==> src/rtl/rs_dec_syndrome_calc.sv <==
// Syndrome generator for the CIRC RS decoder: S_j = r(alpha^j), j=0..3, over GF(2^8)/0x11D.
// Bytes arrive highest degree first; one Horner step per accepted byte, results held until the next frame completes.
module rs_dec_syndrome_calc #(
    parameter int N_BYTES = 32
) (
    input  logic       i_clk,
    input  logic       i_resb,
    input  logic [7:0] i_data,
    input  logic       i_valid,
    input  logic       i_sof,
    output logic [7:0] o_s0,
    output logic [7:0] o_s1,
    output logic [7:0] o_s2,
    output logic [7:0] o_s3,
    output logic       o_synd_sync,
    output logic       o_nonzero,
    output logic       o_busy,
    output logic       o_frame_err
);

    localparam int CW = $clog2(N_BYTES + 1);
    localparam logic [CW-1:0] LAST_CNT = CW'(N_BYTES - 1);

    // Multiply by alpha^n: n repeated shift-and-reduce steps modulo 0x11D.
    function automatic logic [7:0] mul_alpha_pow(input logic [7:0] x, input int n);
        logic [7:0] y;
        y = x;
        for (int k = 0; k < n; k++) begin
            y = {y[6:0], 1'b0} ^ (y[7] ? 8'h1D : 8'h00);
        end
        return y;
    endfunction

    logic [3:0][7:0] acc_reg;
    logic [3:0][7:0] acc_next;
    logic [3:0][7:0] synd_reg;
    logic [CW-1:0]   cnt_reg;
    logic [CW-1:0]   cnt_next;
    logic            sync_reg;
    logic            nonzero_reg;
    logic            busy_reg;
    logic            frame_err_reg;

    logic idle;
    logic is_first;
    logic is_step;
    logic is_last;
    logic is_stray;

    assign idle     = (cnt_reg == '0);
    assign is_first = i_valid & i_sof;
    assign is_step  = i_valid & ~i_sof & ~idle;
    assign is_stray = i_valid & ~i_sof & idle;
    assign is_last  = is_step & (cnt_reg == LAST_CNT);

    // A start-of-frame byte seeds every accumulator directly (zero seed times alpha^j is zero).
    generate
        for (genvar gi = 0; gi < 4; gi++) begin : g_acc
            assign acc_next[gi] = is_first ? i_data
                                           : (mul_alpha_pow(acc_reg[gi], gi) ^ i_data);
        end
    endgenerate

    always_comb begin
        cnt_next = cnt_reg;
        if (is_first) begin
            cnt_next = CW'(1);
        end else if (is_step) begin
            cnt_next = is_last ? '0 : (cnt_reg + CW'(1));
        end
    end

    always_ff @(posedge i_clk or negedge i_resb) begin
        if (!i_resb) begin
            acc_reg       <= '0;
            synd_reg      <= '0;
            cnt_reg       <= '0;
            sync_reg      <= 1'b0;
            nonzero_reg   <= 1'b0;
            busy_reg      <= 1'b0;
            frame_err_reg <= 1'b0;
        end else begin
            if (is_first || is_step) begin
                acc_reg <= acc_next;
            end
            if (is_last) begin
                synd_reg    <= acc_next;
                nonzero_reg <= |acc_next;
            end
            cnt_reg       <= cnt_next;
            sync_reg      <= is_last;
            busy_reg      <= (cnt_next != '0);
            frame_err_reg <= (is_first & ~idle) | is_stray;
        end
    end

    assign o_s0        = synd_reg[0];
    assign o_s1        = synd_reg[1];
    assign o_s2        = synd_reg[2];
    assign o_s3        = synd_reg[3];
    assign o_synd_sync = sync_reg;
    assign o_nonzero   = nonzero_reg;
    assign o_busy      = busy_reg;
    assign o_frame_err = frame_err_reg;

endmodule

==> config.mk <==
export PLATFORM = sky130hd
export DESIGN_NAME = rs_dec_syndrome_calc
export DESIGN_NICKNAME = d
export VERILOG_FILES = /design/src/rtl/rs_dec_syndrome_calc.sv
export SDC_FILE = /design/constraint.sdc
export NUM_CORES = 1
export LEC_CHECK = 0
export CAP_MARGIN = 15
export CORE_AREA = 4 4 99 101
export CTS_CLUSTER_SIZE = 12
export DETAILED_ROUTE_END_ITERATION = 10
export DIE_AREA = 0 0 103 105
export HOLD_SLACK_MARGIN = 0.08
export PLACE_DENSITY = 0.71
export SLEW_MARGIN = 10
export SYNTH_ARGS = -nofsm -noshare
export SYNTH_HDL_FRONTEND = slang
export SYNTH_SLANG_ARGS = --single-unit
export TNS_END_PERCENT = 100
==> constraint.sdc <==
create_clock -name i_clk -period 2.35 [get_ports i_clk]
set_input_delay 0.235 -clock i_clk [delete_from_list [all_inputs] [get_ports i_clk]]
set_output_delay 0.235 -clock i_clk [all_outputs]
set_load 0.1 [all_outputs]
==> flow_results.xml, run 1 <==
<?xml version="1.0" encoding="UTF-8"?>
<metrics>
  <group name="finish">
    <metric name="multi_input_comb_area" unit="um^2">2350</metric>
    <metric name="final-seq-area" unit="um^2">1850</metric>
    <metric name="largest_register_ffs" unit="">32</metric>
    <metric name="area_growth" unit="%">19.3</metric>
    <metric name="post-route-util" unit="%">58.3</metric>
    <metric name="layout_commonest_cell" unit="">sky130_fd_sc_hd__nand2_1</metric>
    <metric name="num_antenna_cells" unit="">0</metric>
    <metric name="final_layout_size_suffix_gt1_share" unit="%">15.4</metric>
    <metric name="final.fill_count" unit="">805</metric>
    <metric name="top_library_cells_by_usage_in_the_layout_fill_and_taps_aside" unit="">80 x sky130_fd_sc_hd__nand2_1, 74 x sky130_fd_sc_hd__o21ai_0, 74 x sky130_fd_sc_hd__dfrtp_1</metric>
    <metric name="finish.net_count" unit="">580</metric>
  </group>
  <group name="placement">
    <metric name="routability_congestion_estimate" unit="">0.914</metric>
    <metric name="placement.io_buffers" unit="">47</metric>
    <metric name="place_hpwl" unit="um">8040</metric>
  </group>
  <group name="global_route">
    <metric name="grt_overflow" unit="">0</metric>
    <metric name="groute.usage.overall" unit="%">21.7</metric>
    <metric name="grt_antenna_before_repair" unit="">0</metric>
    <metric name="first_global_vias" unit="">3701</metric>
    <metric name="global_route_wire_length_before_repair" unit="um">18700</metric>
    <metric name="grt_max_degree" unit="">75</metric>
  </group>
  <group name="clock_tree">
    <metric name="cts-root-to-sink-buffers" unit="">2</metric>
    <metric name="tritoncts.num_buffers" unit="">9</metric>
    <metric name="total_number_of_clock_tree_sinks" unit="">74</metric>
    <metric name="clock_latency_of_the_later_clocked_register_in_the_worst_skew_pair" unit="ns">0.36</metric>
    <metric name="cts.htree.levels" unit="">3</metric>
    <metric name="cts_hold_buf" unit="">1</metric>
    <metric name="cts.repair_timing.setup_buffer_count" unit="">0</metric>
    <metric name="tritoncts" unit="">yes</metric>
    <metric name="cts_resized" unit="">0</metric>
    <metric name="clk_transition_reported_paths" unit="ns">0.08</metric>
    <metric name="cts_root_buffer" unit="">sky130_fd_sc_hd__clkbuf_8</metric>
  </group>
  <group name="floorplanning">
    <metric name="effective_utilization_at_floorplan" unit="%">48.9</metric>
    <metric name="fp.dieArea" unit="um^2">10800</metric>
    <metric name="core" unit="um^2">9020</metric>
    <metric name="die_width" unit="um">103</metric>
    <metric name="num_rows" unit="">35</metric>
    <metric name="io-pin-count" unit="">48</metric>
    <metric name="floorplan.die.height" unit="um">105</metric>
  </group>
  <group name="timing">
    <metric name="tightestPinTransition" unit="ns">0.640</metric>
    <metric name="fin_tns_setup" unit="ns">0</metric>
    <metric name="timing.final.setup_violations" unit="">0</metric>
    <metric name="finalHoldWorstSlack" unit="ns">0.442</metric>
    <metric name="clock-skew-final" unit="ns">0.00868</metric>
    <metric name="fin_crit" unit="ns">2.04</metric>
    <metric name="timing.fmax" unit="MHz">491</metric>
    <metric name="period_share" unit="%">86.6</metric>
    <metric name="max-slew-margin-rel" unit="%">57.0</metric>
    <metric name="drv_slew" unit="">0</metric>
    <metric name="setup_repair_after_global_routing_missed_its_margin" unit="">no</metric>
    <metric name="hold_violations" unit="">0</metric>
  </group>
  <group name="routing">
    <metric name="drt-vias-per-instance" unit="">5.81</metric>
    <metric name="detail_route.wl_per_cell" unit="um">16.9</metric>
    <metric name="detail_route.iter0.violations" unit="">220</metric>
    <metric name="totalWireLength" unit="um">11500</metric>
    <metric name="vias" unit="">3962</metric>
    <metric name="postRouteAntennaNets" unit="">0</metric>
    <metric name="drc" unit="">0</metric>
    <metric name="drt_pass1_iterations" unit="">5</metric>
  </group>
  <group name="yosys">
    <metric name="synthesis.area_per_instance" unit="um^2">8.44</metric>
    <metric name="synthesis.instances" unit="">523</metric>
    <metric name="synth_area" unit="um^2">4410</metric>
    <metric name="synth-edff-count" unit="">0</metric>
    <metric name="synth_flop_cell" unit="">sky130_fd_sc_hd__dfrtp_1</metric>
    <metric name="synthDominantCellAreaShare" unit="%">42.0</metric>
    <metric name="post-synth-top-area-cell" unit="">sky130_fd_sc_hd__dfrtp_1</metric>
    <metric name="synth_top_cells_by_area" unit="">sky130_fd_sc_hd__dfrtp_1 42%, sky130_fd_sc_hd__o21ai_0 8.4%, sky130_fd_sc_hd__nand2_1 6.8%</metric>
    <metric name="ys_types" unit="">41</metric>
    <metric name="yosys_register_bits" unit="">74</metric>
    <metric name="yosysWarnings" unit="">0</metric>
    <metric name="synth-async-reset-ratio" unit="%">100</metric>
    <metric name="postSynthNetCount" unit="">537</metric>
    <metric name="synth.yosys.seq_area_share" unit="%">42.0</metric>
  </group>
  <group name="worst_setup_path">
    <metric name="crit_type" unit="">reg -&gt; reg</metric>
    <metric name="critical_path.endpoint_type" unit="">flop</metric>
    <metric name="setup.worst_path.start_class" unit="">flop</metric>
    <metric name="r2r_start" unit="">cnt_reg[0]</metric>
    <metric name="timing.rr.end" unit="">o_busy</metric>
    <metric name="path_max_fanout" unit="">6</metric>
    <metric name="data_arrival_time_of_the_critical_path" unit="ns">2.27</metric>
    <metric name="cpPeakStageDelay" unit="ns">0.51</metric>
    <metric name="r2r_setup_slack" unit="ns">0.31</metric>
    <metric name="reg2regPathDepth" unit="">6</metric>
    <metric name="worst_ep_required_time" unit="ns">2.58</metric>
    <metric name="path_cells" unit="">ha_1 -&gt; nand3_1 -&gt; or3_1 -&gt; nand2_1 -&gt; a311oi_1 -&gt; or4_1</metric>
    <metric name="critPathSlowestCell" unit="">sky130_fd_sc_hd__or4_1</metric>
  </group>
  <group name="power_and_ir_drop">
    <metric name="power_density" unit="nW/um^2">956</metric>
    <metric name="irDropWorstVdd" unit="mV">0.348</metric>
    <metric name="p_leak" unit="nW">2.27</metric>
  </group>
  <group name="status">
    <metric name="outcome" unit="">completed</metric>
  </group>
  <group name="hold_path">
    <metric name="hold_class" unit="">in -&gt; async</metric>
  </group>
  <group name="job">
    <metric name="max-cap-violations" unit="">0</metric>
  </group>
</metrics>
==> through the flow <==
step                      area (um^2)  worst slack, ns  cells  power, mW
final                            5260            0.315    682       5.03
after global routing             5260            0.183    682       5.33
after CTS                        5260            0.297    682       5.04
after detailed placement         5030            0.122    665       3.92
after global placement           5030            0.156    665       3.87
after floorplan                  4410            0.458    523       3.28
==> cells by family (layout without fill, tap and decap cells) <==
| kind of cell | count (synthesis) | count (layout) | share of synthesized area [%] |
|---|---|---|---|
| simple gates | 176 | 176 | 19.0 |
| compound gates | 157 | 157 | 20.6 |
| flops | 74 | 74 | 42.0 |
| xor+xnor | 62 | 62 | 13.0 |
| buf+inv | 52 | 100 | 4.85 |
| fa+ha+maj | 2 | 2 | 0.567 |
==> worst max path at each step <==
stage	cells after the start	slack, ns	to	startpoint
after floorplan	7	0.46	o_busy	cnt_reg[0]
after global placement	8	0.16	o_nonzero	i_valid
after detailed placement	8	0.12	o_nonzero	i_valid
after CTS	6	0.30	o_busy	cnt_reg[0]
after global routing	6	0.18	o_busy	cnt_reg[0]
final	6	0.31	o_busy	cnt_reg[0]
==> synthesized netlist by cell type (2+ instances only) <==
master / count
sky130_fd_sc_hd__buf_2: 9
sky130_fd_sc_hd__nand3b_1: 3
sky130_fd_sc_hd__a21oi_1: 33
sky130_fd_sc_hd__nand4_1: 3
sky130_fd_sc_hd__nand3_1: 13
sky130_fd_sc_hd__and3_1: 2
sky130_fd_sc_hd__nor4bb_1: 10
sky130_fd_sc_hd__nor2_1: 47
sky130_fd_sc_hd__a22oi_1: 14
sky130_fd_sc_hd__xnor2_1: 32
sky130_fd_sc_hd__buf_1: 7
sky130_fd_sc_hd__nand2b_1: 4
sky130_fd_sc_hd__nor3_1: 3
sky130_fd_sc_hd__a31oi_1: 13
sky130_fd_sc_hd__and2_1: 2
sky130_fd_sc_hd__xor2_1: 28
sky130_fd_sc_hd__or3_1: 2
sky130_fd_sc_hd__nand2_1: 80
sky130_fd_sc_hd__o32ai_1: 10
sky130_fd_sc_hd__inv_1: 6
sky130_fd_sc_hd__ha_1: 2
sky130_fd_sc_hd__dfrtp_1: 74
sky130_fd_sc_hd__clkbuf_1: 29
sky130_fd_sc_hd__o22ai_1: 7
sky130_fd_sc_hd__o21ai_0: 74
==> critical path: cells and delay by family, from the launching register on <==
kind | cells | cell delay, ns
AO/OA/AOI/OAI | 1 | 0.12
flip-flops | 1 | 0.43
adder cells (fa/ha/maj) | 1 | 0.23
AND/OR/NAND/NOR | 4 | 1.13
==> report_power, final <==
group / switching (mW) / internal, mW
Sequential: 0.359 / 1.49
Combinational: 1.22 / 0.863
Clock: 0.503 / 0.602
==> cell type report <==
| type | count | area share, % |
|---|---|---|
| Clock inverter | 6 | 1.71 |
| Inverter | 6 | 0.428 |
| Timing Repair Buffer | 78 | 13.0 |
| Tap cell | 111 | 2.64 |
| Sequential cell | 74 | 35.2 |
| Multi-Input combinational cell | 397 | 44.6 |
| Clock buffer | 10 | 2.43 |
==> per-layer routing <==
metal  wire [um]  vias to the layer above  global-route usage [%]
li1            -                     1904                       -
met3         756                       19                    4.47
met5           0                        -                       0
met4         235                        0                    6.20
met2        5410                      140                    33.7
met1        5130                     1899                    30.4
(Power assumes the default switching activity.)
==> run 2: changes to the inputs <==
--- a/config.mk
+++ b/config.mk
@@ -6,12 +6,12 @@
 export NUM_CORES = 1
 export LEC_CHECK = 0
 export CAP_MARGIN = 15
-export CORE_AREA = 4 4 99 101
+export CORE_AREA = 4 4 111 92
 export CTS_CLUSTER_SIZE = 12
 export DETAILED_ROUTE_END_ITERATION = 10
-export DIE_AREA = 0 0 103 105
+export DIE_AREA = 0 0 115 96
 export HOLD_SLACK_MARGIN = 0.08
-export PLACE_DENSITY = 0.71
+export PLACE_DENSITY = 0.7
 export SLEW_MARGIN = 10
 export SYNTH_ARGS = -nofsm -noshare
 export SYNTH_HDL_FRONTEND = slang
==> flow_results.xml, run 2 (synthesis results as in run 1) <==
<?xml version="1.0" encoding="UTF-8"?>
<metrics>
  <group name="finish">
    <metric name="top_library_cells_by_usage_in_the_layout_fill_and_taps_aside" unit="">80 x sky130_fd_sc_hd__nand2_1, 74 x sky130_fd_sc_hd__o21ai_0, 74 x sky130_fd_sc_hd__dfrtp_1</metric>
    <metric name="final_std_cell_area_no_fill" unit="um^2">5400</metric>
    <metric name="layout_commonest_cell" unit="">sky130_fd_sc_hd__nand2_1</metric>
    <metric name="largest_register_ffs" unit="">32</metric>
    <metric name="num_antenna_cells" unit="">0</metric>
    <metric name="area_growth" unit="%">22.4</metric>
    <metric name="finish.net_count" unit="">581</metric>
    <metric name="final_layout_size_suffix_gt1_share" unit="%">15.6</metric>
  </group>
  <group name="clock_tree">
    <metric name="cts_resized" unit="">0</metric>
    <metric name="tritoncts.num_buffers" unit="">9</metric>
    <metric name="cts.htree.levels" unit="">3</metric>
    <metric name="clock_latency_of_the_later_clocked_register_in_the_worst_skew_pair" unit="ns">0.33</metric>
    <metric name="cts_root_buffer" unit="">sky130_fd_sc_hd__clkbuf_16</metric>
    <metric name="total_number_of_clock_tree_sinks" unit="">74</metric>
    <metric name="cts-root-to-sink-buffers" unit="">2</metric>
    <metric name="clk_transition_reported_paths" unit="ns">0.06</metric>
    <metric name="tritoncts" unit="">yes</metric>
  </group>
  <group name="worst_setup_path">
    <metric name="path_max_fanout" unit="">7</metric>
    <metric name="r2r_setup_slack" unit="ns">0.25</metric>
    <metric name="timing.critical_path.buf_inv" unit="">1</metric>
    <metric name="path_cells" unit="">inv_1 -&gt; ha_1 -&gt; a31oi_2 -&gt; nand4_1 -&gt; xor2_1 -&gt; a21oi_1 -&gt; or4_1</metric>
    <metric name="cp_top_family" unit="">simple AND/OR/NAND/NOR gates</metric>
    <metric name="worst_ep_required_time" unit="ns">2.55</metric>
    <metric name="critical_path.endpoint_type" unit="">flop</metric>
    <metric name="cpPeakStageDelay" unit="ns">0.54</metric>
    <metric name="crit_type" unit="">reg -&gt; reg</metric>
    <metric name="critPathSlowestCell" unit="">sky130_fd_sc_hd__or4_1</metric>
    <metric name="setup.worst_path.start_class" unit="">flop</metric>
    <metric name="data_arrival_time_of_the_critical_path" unit="ns">2.30</metric>
  </group>
  <group name="placement">
    <metric name="cell_area_placed" unit="um^2">5050</metric>
    <metric name="placement.io_buffers" unit="">47</metric>
    <metric name="place_hpwl" unit="um">8210</metric>
    <metric name="routability_congestion_estimate" unit="">0.937</metric>
  </group>
  <group name="floorplanning">
    <metric name="effective_utilization_at_floorplan" unit="%">49.0</metric>
    <metric name="die_width" unit="um">115</metric>
    <metric name="fp.dieArea" unit="um^2">11000</metric>
    <metric name="io-pin-count" unit="">48</metric>
    <metric name="floorplan.die.height" unit="um">96</metric>
    <metric name="core" unit="um^2">9000</metric>
    <metric name="num_rows" unit="">31</metric>
  </group>
  <group name="global_route">
    <metric name="grt_max_degree" unit="">64</metric>
    <metric name="first_global_vias" unit="">3685</metric>
    <metric name="grt_antenna_before_repair" unit="">0</metric>
    <metric name="global_route_wire_length_before_repair" unit="um">18700</metric>
    <metric name="groute.usage.overall" unit="%">21.6</metric>
    <metric name="grt_overflow" unit="">0</metric>
  </group>
  <group name="timing">
    <metric name="fin_tns_setup" unit="ns">0</metric>
    <metric name="drv_slew" unit="">0</metric>
    <metric name="setup_repair_after_global_routing_missed_its_margin" unit="">no</metric>
    <metric name="tightestPinTransition" unit="ns">0.633</metric>
    <metric name="max-slew-margin-rel" unit="%">57.8</metric>
    <metric name="timing.fmax" unit="MHz">476</metric>
    <metric name="period_share" unit="%">89.3</metric>
    <metric name="fin_crit" unit="ns">2.10</metric>
    <metric name="hold_violations" unit="">0</metric>
    <metric name="clock-skew-final" unit="ns">0.0103</metric>
    <metric name="timing.final.setup_violations" unit="">0</metric>
  </group>
  <group name="routing">
    <metric name="detail_route.iter0.violations" unit="">365</metric>
    <metric name="drc" unit="">0</metric>
    <metric name="vias" unit="">3951</metric>
    <metric name="totalWireLength" unit="um">11500</metric>
    <metric name="drt-vias-per-instance" unit="">5.75</metric>
    <metric name="detail_route.wl_per_cell" unit="um">16.7</metric>
    <metric name="postRouteAntennaNets" unit="">0</metric>
    <metric name="drt_pass1_iterations" unit="">5</metric>
  </group>
  <group name="power_and_ir_drop">
    <metric name="irDropWorstVdd" unit="mV">0.484</metric>
    <metric name="p_leak" unit="nW">2.34</metric>
    <metric name="power_density" unit="nW/um^2">1010</metric>
  </group>
  <group name="hold_path">
    <metric name="hold_class" unit="">in -&gt; async</metric>
  </group>
  <group name="job">
    <metric name="max-cap-violations" unit="">0</metric>
  </group>
  <group name="status">
    <metric name="outcome" unit="">completed</metric>
  </group>
</metrics>
-- run 2: timing repair --
action                                 CTS  global route
buffers inserted                         0             0
endpoints found under the hold margin   24             0
hold buffers                             1             0
-- run 2: worst paths after layout --
kind,from,end,cells past startpoint
min reg2reg,o_s2[0],o_s2[0],2
min in group i_clk,o_s2[0],o_s2[0],2
max,cnt_reg[0],o_busy,7
max reg2reg,cnt_reg[0],o_busy,7
min,i_resb,acc_reg[26],2
max in group asynchronous,i_resb,acc_reg[31],3
-- run 2: metrics by stage --
stage / worst slack [ns] / power, mW / hold slack, ns / instances / util, %
final: 0.251 / 5.44 / 0.458 / 687 / 60.0
after global routing: 0.108 / 5.76 / 0.498 / 687 / 60.0
after CTS: 0.271 / 5.45 / 0.474 / 687 / 60.0
after detailed placement: 0.000521 / 3.85 / 0.291 / 670 / 56.1
after global placement: 0.115 / 3.80 / 0.285 / 670 / 56.1
after floorplan: 0.458 / 3.28 / -0.0606 / 523 / -
-- run 2: final cells by class --
class                           count  area [um^2]
Clock buffer                       10          229
Clock inverter                      6          113
Fill cell                         792         3600
Inverter                            6         22.5
Multi-Input combinational cell    397         2350
Sequential cell                    74         1850
Tap cell                          115          144
Timing Repair Buffer               79          693
-- run 2: routing by layer --
| metal | GRT usage (%) | up-vias | share of wire [%] |
|---|---|---|---|
| li1 | - | 1905 | - |
| met2 | 32.6 | 153 | 44 |
| met3 | 4.71 | 18 | 7.7 |
| met1 | 31.4 | 1875 | 46 |
| met5 | 0 | - | 0 |
| met4 | 6.16 | 0 | 1.9 |
-- run 2: where the power goes --
part           leakage [nW]  switching [mW]  internal [mW]
clock                 0.167           0.539           1.04
sequential            0.944           0.364           1.49
combinational          1.23            1.18          0.822
total                  2.34            2.09           3.36
